==> config.mk <==
export PLATFORM = sky130hd
export DESIGN_NAME = pr_read_arbiter
export DESIGN_NICKNAME = d
export VERILOG_FILES = /design/src/rtl/pr_read_arbiter.sv
export SDC_FILE = /design/constraint.sdc
export NUM_CORES = 1
export LEC_CHECK = 0
export BUFFER_PORTS_ARGS = -buffer_cell sky130_fd_sc_hd__buf_4
export CORE_AREA = 2 2 698 700
export CTS_CLUSTER_SIZE = 28
export DETAILED_ROUTE_END_ITERATION = 8
export DIE_AREA = 0 0 700 702
export HOLD_SLACK_MARGIN = 0.02
export PLACE_DENSITY = 0.3
export SLEW_MARGIN = 5
export SYNTH_ARGS = -nofsm -noshare
export SYNTH_HDL_FRONTEND = slang
export SYNTH_SLANG_ARGS = --single-unit
==> constraint.sdc <==
create_clock -name clk -period 7.3 [get_ports clk]
set_input_delay 1.095 -clock clk [delete_from_list [all_inputs] [get_ports clk]]
set_output_delay 1.095 -clock clk [all_outputs]
set_load 0.005 [all_outputs]
==> src/rtl/pr_read_arbiter.sv <==
// Two-requester AXI read-address arbiter with round-robin grant, per-port
// outstanding-burst limiting and rid-based response demultiplexing.
module pr_read_arbiter #(
  parameter int unsigned MAX_OUT    = 8,
  parameter logic [2:0]  ARSIZE_VAL = 3'b110
) (
  input  logic         clk,
  input  logic         rst,
  input  logic         req0_valid,
  input  logic [63:0]  req0_addr,
  output logic         req0_ready,
  input  logic         req1_valid,
  input  logic [63:0]  req1_addr,
  output logic         req1_ready,
  output logic [15:0]  arid_m,
  output logic [63:0]  araddr_m,
  output logic [7:0]   arlen_m,
  output logic [2:0]   arsize_m,
  output logic         arvalid_m,
  input  logic         arready_m,
  input  logic [15:0]  rid_m,
  input  logic [511:0] rdata_m,
  input  logic         rlast_m,
  input  logic         rvalid_m,
  output logic         rready_m,
  output logic         resp0_valid,
  output logic [511:0] resp0_data,
  input  logic         resp0_ready,
  output logic         resp1_valid,
  output logic [511:0] resp1_data,
  input  logic         resp1_ready,
  output logic [3:0]   outstanding0,
  output logic [3:0]   outstanding1,
  output logic         err_unknown_id,
  output logic         idle
);

  typedef enum logic {IDLE = 1'b0, ISSUE = 1'b1} state_t;

  localparam logic [3:0] MAX_OUT_W = 4'(MAX_OUT);

  state_t       state_q, state_d;
  logic         rr_q, rr_d;
  logic [3:0]   out0_q, out0_d, out1_q, out1_d;
  logic [15:0]  arid_q, arid_d;
  logic [63:0]  araddr_q, araddr_d;
  logic         err_q, err_d;
  logic         elig0, elig1, gnt0, gnt1;
  logic         rid_is0, rid_is1, dec0, dec1;

  assign rid_is0 = (rid_m == 16'd0);
  assign rid_is1 = (rid_m == 16'd1);
  assign elig0   = req0_valid && (out0_q < MAX_OUT_W);
  assign elig1   = req1_valid && (out1_q < MAX_OUT_W);

  // Grants are suppressed under reset so no requester sees a phantom accept.
  assign gnt0 = (state_q == IDLE) && !rst && elig0 && (!elig1 || !rr_q);
  assign gnt1 = (state_q == IDLE) && !rst && elig1 && (!elig0 ||  rr_q);

  // Unknown ids are always accepted so a stray response cannot stall the bus.
  always_comb begin
    rready_m = 1'b1;
    if (rid_is0)      rready_m = resp0_ready;
    else if (rid_is1) rready_m = resp1_ready;
  end

  assign dec0 = rvalid_m && rready_m && rlast_m && rid_is0;
  assign dec1 = rvalid_m && rready_m && rlast_m && rid_is1;

  always_ff @(posedge clk) begin
    if (rst) begin
      state_q  <= IDLE;
      rr_q     <= 1'b0;
      out0_q   <= 4'd0;
      out1_q   <= 4'd0;
      arid_q   <= 16'd0;
      araddr_q <= 64'd0;
      err_q    <= 1'b0;
    end else begin
      state_q  <= state_d;
      rr_q     <= rr_d;
      out0_q   <= out0_d;
      out1_q   <= out1_d;
      arid_q   <= arid_d;
      araddr_q <= araddr_d;
      err_q    <= err_d;
    end
  end

  always_comb begin
    state_d = state_q;
    case (state_q)
      IDLE:    if (gnt0 || gnt1) state_d = ISSUE;
      ISSUE:   if (arready_m)    state_d = IDLE;
      default: state_d = IDLE;
    endcase
  end

  always_comb begin
    rr_d     = rr_q;
    arid_d   = arid_q;
    araddr_d = araddr_q;
    err_d    = err_q || (rvalid_m && !rid_is0 && !rid_is1);
    if (gnt0) begin
      rr_d     = 1'b1;
      arid_d   = 16'd0;
      araddr_d = req0_addr;
    end else if (gnt1) begin
      rr_d     = 1'b0;
      arid_d   = 16'd1;
      araddr_d = req1_addr;
    end
    out0_d = out0_q;
    case ({gnt0, dec0})
      2'b10:   out0_d = out0_q + 4'd1;
      2'b01:   out0_d = (out0_q == 4'd0) ? 4'd0 : out0_q - 4'd1;
      default: out0_d = out0_q;
    endcase
    out1_d = out1_q;
    case ({gnt1, dec1})
      2'b10:   out1_d = out1_q + 4'd1;
      2'b01:   out1_d = (out1_q == 4'd0) ? 4'd0 : out1_q - 4'd1;
      default: out1_d = out1_q;
    endcase
  end

  always_comb begin
    req0_ready     = gnt0;
    req1_ready     = gnt1;
    arvalid_m      = (state_q == ISSUE);
    arid_m         = arid_q;
    araddr_m       = araddr_q;
    arlen_m        = 8'd0;
    arsize_m       = ARSIZE_VAL;
    resp0_valid    = rvalid_m && rid_is0;
    resp1_valid    = rvalid_m && rid_is1;
    resp0_data     = rdata_m;
    resp1_data     = rdata_m;
    outstanding0   = out0_q;
    outstanding1   = out1_q;
    err_unknown_id = err_q;
    idle           = (state_q == IDLE) && (out0_q == 4'd0) && (out1_q == 4'd0);
  end

endmodule

==> flow_summary.json, run 1 <==
{
  "status": "completed",
  "clockPowerShare_pct": 42.1,
  "hold_viol": 0,
  "grt_pass1_wl_um": 310000,
  "vias": 7613,
  "die_height_um": 702,
  "start_kind": "input pin",
  "critPathKind": "in2out",
  "internal-power_mw": 0.846,
  "switchingPower_mw": 0.563,
  "slew_viol_final": 0,
  "cts-buffers-inserted": 9,
  "h-tree-depth": 3,
  "synth_ff_type": "dfxtp_1",
  "synth_commonest_cells": "buf_4 (1050), nand2_1 (134), nor2_1 (78)",
  "clock-skew-final_ns": 0.0355,
  "synth_edf_count": 0,
  "netlist_top_cells_area": "buf_4 (69%), dfxtp_1 (13%), a311oi_1 (4.9%)",
  "cts_tree": "yes",
  "fin_crit_sh_pct": 54.2,
  "maxCapViolCount": 0,
  "dp_slack_ns": 3.18,
  "routed_wl_um": 292000,
  "ioPinCount": 1796,
  "setup_slack_ns": 3.35,
  "post_cts.repair.setup_buffers": 0,
  "cts_sinks": 76,
  "syn_inst": 1517,
  "cellLeakagePower_nw": 2.70,
  "ys_ff_latch": 76,
  "grt.total_usage_pct": 11.4,
  "syn_to_final_growth_pct": 19.3,
  "async_flop_share_pct": 0,
  "post_cts_resized": 0,
  "fin_crit_ns": 3.95,
  "setup_viol": 0,
  "clkSlewWorstSetupHoldPaths_ns": 0.11,
  "seq_area_um2": 1520,
  "ir_drop_uv": 97.4,
  "clock_latency_ns": 0.44,
  "drive_gt1_share_pct": 37.2,
  "worst_pin_slew_ns": 0.860,
  "num-fill-cells": 58000,
  "yosysSeqAreaShare_pct": 13.3,
  "required_ns": 6.20,
  "rsz0062_at_grt": "false",
  "arrival_ns": 2.86,
  "crit_top_cell": "buf_4",
  "layout.cells.non_filler": 7164,
  "cts_hold_buf": 0,
  "power_frac_seq_pct": 34.4,
  "synthMostInstantiatedCell": "buf_4",
  "clockRootBuffer": "clkbuf_16",
  "die_w_um": 700,
  "row_count": 256,
  "dpl.hpwl_um": 275000,
  "clock_tree.buffer_depth": 2,
  "drt_iter0_drc": 724,
  "grt_overflow": 0,
  "slowest_delay_ns": 0.61,
  "finalSetupTns_ns": 0,
  "combPwrFrac_pct": 23.5,
  "crit_fanout": 22,
  "coreArea_um2": 484000,
  "p_sw_share_pct": 40.0,
  "design_area_um2": 13700,
  "syn_area_per_cell_um2": 7.55,
  "grt_pass1_vias": 6627,
  "synth_top_area_share_pct": 68.8,
  "dpl.cell_count": 7141,
  "ant_nets": 0,
  "hold_path.class": "reg2reg",
  "cp-end-kind": "output port",
  "dpl-instance-area_um2": 13400,
  "drc": 0,
  "grt_max_degree": 80,
  "antenna_found_initial": 30,
  "routedWlPerCell_um": 40.7,
  "io_buffer_count": 233,
  "synth_area_um2": 11400,
  "ys_warn_count": 0,
  "gp_routability_congestion": 0.671,
  "synth_cell_types": 32,
  "multiInputGateArea_um2": 1910,
  "cp_slowest_cell": "or4b_1",
  "start_util_pct": 2.36,
  "cp_cell_sequence": "buf_4 > or4b_1 > a31o_4 > clkinv_2 > buf_4",
  "holdWs_ns": 0.469,
  "dr.pass1.iters": 4,
  "maxSlewHeadroom_pct": 42.7,
  "yosys.area.top_type": "buf_4",
  "fin_nets": 1373,
  "die_area_um2": 491000,
  "via_per_inst": 1.06,
  "p_per_area_nw_per_um2": 103,
  "max_freq_mhz": 253
}
## power by group through the flow
stage / clock network (mW) / registers (mW) / logic (mW)
3_3_place_gp: 0 / 0.495 / 0.351
6_report: 0.593 / 0.484 / 0.331
2_1_floorplan: 0 / 0.489 / 0.586
4_1_cts: 0.675 / 0.486 / 0.350
3_5_place_dp: 0 / 0.495 / 0.349
5_1_grt: 0.669 / 0.490 / 0.371
## cells by family after synthesis
group | count (synthesis) | synth area share (%)
buffers and inverters | 1101 | 71.0
multiplexers | 2 | 0.197
other | 2 | 0.0656
adder cells (fa/ha/maj) | 6 | 0.656
AO/OA/AOI/OAI | 92 | 6.39
flip-flops | 76 | 13.3
AND/OR/NAND/NOR | 238 | 8.41
## sequential cells by signal (all words and copies together), names as in the netlist
signal / cells
arvalid_m: 1
arid_m: 1
rr_q: 1
outstanding0: 4
outstanding1: 4
araddr_m: 64
err_unknown_id: 1
## worst max-delay path, delay by kind of cell
kind	cells	cell delay, ns
AOI/OAI and AO/OA	1	0.34
and+or+nand+nor	1	0.61
buffers and inverters	3	0.73
## final timing paths
| kind | startpoint | endpoint | slack (ns) | cells past startpoint |
|---|---|---|---|---|
| max | rst | req0_ready | 3.35 | 5 |
| min | err_unknown_id$_SDFF_PP0_ | err_unknown_id$_SDFF_PP0_ | 0.47 | 2 |
| min reg2reg | err_unknown_id$_SDFF_PP0_ | err_unknown_id$_SDFF_PP0_ | 0.47 | 2 |
| max reg2reg | outstanding0[3]$_SDFFE_PP0P_ | araddr_m[0]$_SDFFE_PP0P_ | 4.09 | 7 |
## stage by stage
step,power (mW),utilization (%)
floorplan,1.07,-
global placement,0.846,2.76
detailed placement,0.844,2.76
CTS,1.51,2.82
global route,1.53,2.82
finish,1.41,2.82
## cells in the final DEF (no fill, tap or decap), types with 2 or more instances in the layout
cell type  Yosys  layout
clkbuf_16      0       9
nand2b_1       2       2
buf_4       1050     240
a211oi_1       4       4
a31oi_1        3       3
inv_6          0       2
nor3_1         4       4
nor2_1        78      77
or4b_1         2       2
nand3_1        4       4
dfxtp_1       76      76
nor4_1         4       4
nor2b_1        2       2
or3_1          2       2
nand2_1      134     133
conb_1         2      26
inv_8          0       2
o21ai_0        5       5
a311oi_1      64      64
mux2_2         2       2
nor3b_1        3       2
inv_1         10      10
clkinv_4       0       2
a221oi_1       2       2
ha_1           6       6
diode_2        0       7
o22ai_1        2       2
a21oi_1       10      10
## cell type report
type,count,area share [%]
multi-input combinational,364,14.0
sequential,76,11.1
antenna,7,0.128
clock inverter,7,0.476
clock buffer,9,1.65
timing repair buffer,240,13.2
tap,6450,59.1
inverter,11,0.311
## layer usage
metal / global-route usage (%) / wire length (um) / up-vias / part of all wire, %
met5: 3.65 / 2530 / - / 0.87
met4: 2.66 / 8010 / 38 / 2.7
met3: 21.9 / 117000 / 176 / 40
met2: 16.7 / 121000 / 2499 / 42
met1: 4.69 / 43100 / 2810 / 15
li1: - / - / 2090 / -
No activity file was read; power rests on OpenSTA's default activity.
==> run 2, diff against run 1 <==
--- a/config.mk
+++ b/config.mk
@@ -5,11 +5,12 @@
 export SDC_FILE = /design/constraint.sdc
 export NUM_CORES = 1
 export LEC_CHECK = 0
+export ABC_AREA = 1
 export BUFFER_PORTS_ARGS = -buffer_cell sky130_fd_sc_hd__buf_4
-export CORE_AREA = 2 2 698 700
+export CORE_AREA = 2 2 692 694
 export CTS_CLUSTER_SIZE = 28
 export DETAILED_ROUTE_END_ITERATION = 8
-export DIE_AREA = 0 0 700 702
+export DIE_AREA = 0 0 694 696
 export HOLD_SLACK_MARGIN = 0.02
 export PLACE_DENSITY = 0.3
 export SLEW_MARGIN = 5
==> constraint.sdc (replaced) <==
create_clock -name clk -period 4.12 [get_ports clk]
set_input_delay 0.618 -clock clk [delete_from_list [all_inputs] [get_ports clk]]
set_output_delay 0.618 -clock clk [all_outputs]
set_load 0.005 [all_outputs]
==> flow_summary.json, run 2 <==
{
  "status": "completed",
  "largest_register_ffs": 64,
  "max_freq_mhz": 344,
  "arrival_ns": 2.29,
  "num-fill-cells": 56900,
  "async_flop_share_pct": 0,
  "synth_commonest_cells": "buf_4 (1055), nand2_1 (177), inv_1 (129)",
  "finalSetupTns_ns": 0,
  "worst_pin_slew_ns": 0.725,
  "clock_latency_ns": 0.55,
  "r2r_cells": 9,
  "cp_cell_sequence": "inv_1 > ha_1 > inv_1 > nor3_1 > nand2_1 > nor2_1 > buf_4",
  "synth_ff_type": "dfxtp_1",
  "ir_drop_uv": 194,
  "synth_top_area_share_pct": 64.6,
  "cts_hold_buf": 0,
  "grt_pass1_vias": 7217,
  "ys_warn_count": 0,
  "start_util_pct": 2.57,
  "path_buf_inv": 3,
  "crit_top_cell": "inv_1",
  "crit_fanout": 6,
  "dr.pass1.iters": 5,
  "post_cts.repair.setup_buffers": 0,
  "netlist_top_cells_area": "buf_4 (65%), dfxtp_1 (12%), nand2_1 (5.4%)",
  "cellLeakagePower_nw": 3.93,
  "fin_crit_ns": 2.91,
  "slowest_delay_ns": 0.47,
  "h-tree-depth": 3,
  "grt.total_usage_pct": 11.0,
  "power_mw": 2.84,
  "ant_nets": 0,
  "clkSlewWorstSetupHoldPaths_ns": 0.11,
  "hold_viol": 0,
  "setup_viol": 0,
  "clockRootBuffer": "clkbuf_16",
  "syn_inst": 1744,
  "cts_tree": "yes",
  "fin_nets": 1614,
  "syn_area_per_cell_um2": 7.03,
  "hold_path.class": "in2reg",
  "io_buffer_count": 233,
  "dpl.hpwl_um": 261000,
  "synth_edf_count": 0,
  "die_height_um": 696,
  "yosysSeqAreaShare_pct": 12.4,
  "post_cts_resized": 0,
  "whs_path_depth": 4,
  "mostFrequentLayoutCells": "buf_4 (241), nand2_1 (177), inv_1 (128)",
  "grt_overflow": 0,
  "clock_tree.buffer_depth": 3,
  "antenna_found_initial": 12,
  "fin_crit_sh_pct": 70.5,
  "internal-power_mw": 1.75,
  "routed_wl_um": 278000,
  "critPathKind": "reg2out",
  "path_depth": 7,
  "ys_ff_latch": 76,
  "cts-buffers-inserted": 13,
  "cp-end-kind": "output port",
  "cts_sinks": 76,
  "maxCapViolCount": 0,
  "coreArea_um2": 476000,
  "clock-skew-final_ns": 0.0492,
  "routedWlPerCell_um": 38.4,
  "die_w_um": 694,
  "via_per_inst": 1.16,
  "maxSlewHeadroom_pct": 51.7,
  "drive_gt1_share_pct": 33.0,
  "mostFrequentLayoutCell": "buf_4",
  "synth_area_um2": 12300,
  "grt_pass1_wl_um": 295000,
  "clockPowerShare_pct": 41.5,
  "die_area_um2": 483000,
  "start_kind": "register",
  "grt_busiest_layer": "met3",
  "grtUsageMet3_pct": 20.3,
  "rsz0062_at_grt": "false",
  "cp_top_family": "simple AND/OR/NAND/NOR gates",
  "ioPinCount": 1796,
  "drt_iter0_drc": 772,
  "cp_slowest_cell": "dfxtp_1",
  "gp_routability_congestion": 0.675,
  "p_per_area_nw_per_um2": 198,
  "use_met1_pct": 4.21,
  "grt_max_degree": 64,
  "synth_cell_types": 25,
  "row_count": 254,
  "slew_viol_final": 0,
  "vias": 8374,
  "syn_to_final_growth_pct": 17.1,
  "power_frac_seq_pct": 30.9,
  "p_sw_share_pct": 38.1,
  "gr-usage-met2_pct": 17.1,
  "yosys.area.top_type": "buf_4",
  "switchingPower_mw": 1.08,
  "drc": 0,
  "synthMostInstantiatedCell": "buf_4",
  "required_ns": 3.50,
  "combPwrFrac_pct": 27.7
}
## run 2: cell types whose count changed after synthesis, sizes merged, moves of 5 or more
| cell | before | now |
|---|---|---|
| inv | 11 | 132 |
| a21oi | 10 | 15 |
| clkinv | 0 | 22 |
| buf | 1063 | 1077 |
| o21ai | 5 | 77 |
| nand2 | 134 | 219 |
| a311oi | 64 | 0 |
| nor2 | 78 | 25 |
| nand3 | 4 | 76 |
| clkbuf | 27 | 9 |
## run 2: per-layer routing
metal  vias to the layer above  wire [um]
met5                         -       3100
met4                        36       6960
li1                       2565          -
met3                       217     107000
met1                      3185      37700
met2                      2371     123000
## run 2: cell type report
type | count | area, um2 | share of cell area, %
well taps | 6272 | 7850 | 54.7
multi-input cells | 452 | 2110 | 14.7
repair buffers | 246 | 1910 | 13.3
flip-flops and latches | 76 | 1520 | 10.6
inverters | 154 | 586 | 4.08
clock buffers | 15 | 353 | 2.46
diodes | 7 | 17.5 | 0.122
clock inverters | 2 | 12.5 | 0.0872
## run 2: worst min-delay path: stages
cell,delay (ns)
buf_4,0.09
a21oi_1,0.05
o21ai_0,0.06
inv_1,0.04
## run 2: through the flow
step | cell area (um2) | hold slack (ns) | setup WS [ns] | std cells | util [%]
after floorplan | 12300 | 0.444 | 1.96 | 1768 | -
after CTS | 14300 | 0.262 | 1.08 | 7217 | 3.01
after global placement | 14000 | 0.445 | 1.30 | 7200 | 2.93
after detailed placement | 14000 | 0.448 | 1.37 | 7200 | 2.93
final | 14400 | 0.350 | 1.21 | 7224 | 3.01
after global routing | 14300 | 0.305 | 1.00 | 7217 | 3.01
## run 2: cell families (layout without fill, tap and decap cells)
group / count (synthesis) / count (layout) / synth area share (%)
adders and majority gates: 6 / 6 / 0.612
DFF: 76 / 76 / 12.4
other: 2 / 33 / 0.0613
xor gates and xnor gates: 1 / 1 / 0.0715
AOI/OAI and AO/OA: 92 / 92 / 3.79
and+or+nand+nor: 327 / 327 / 11.8
buffers and inverters: 1240 / 417 / 71.2
## run 2: worst paths after layout
path / startpoint / end / slack, ns
worst max-delay path: outstanding0[0]$_SDFFE_PP0P_ / idle / 1.21
worst min register to register: err_unknown_id$_SDFF_PP0_ / err_unknown_id$_SDFF_PP0_ / 0.46
worst min-delay path: arready_m / arvalid_m$_SDFF_PP0_ / 0.35
worst max register to register: outstanding0[3]$_SDFFE_PP0P_ / araddr_m[29]$_SDFFE_PP0P_ / 1.84
## run 2: power by group through the flow
stage | combinational, mW | clock, mW | sequential (mW)
6_report | 0.784 | 1.18 | 0.876
5_1_grt | 0.888 | 1.32 | 0.886
3_5_place_dp | 0.819 | 0 | 0.891
3_3_place_gp | 0.827 | 0 | 0.893
4_1_cts | 0.821 | 1.34 | 0.877
2_1_floorplan | 1.15 | 0 | 0.887
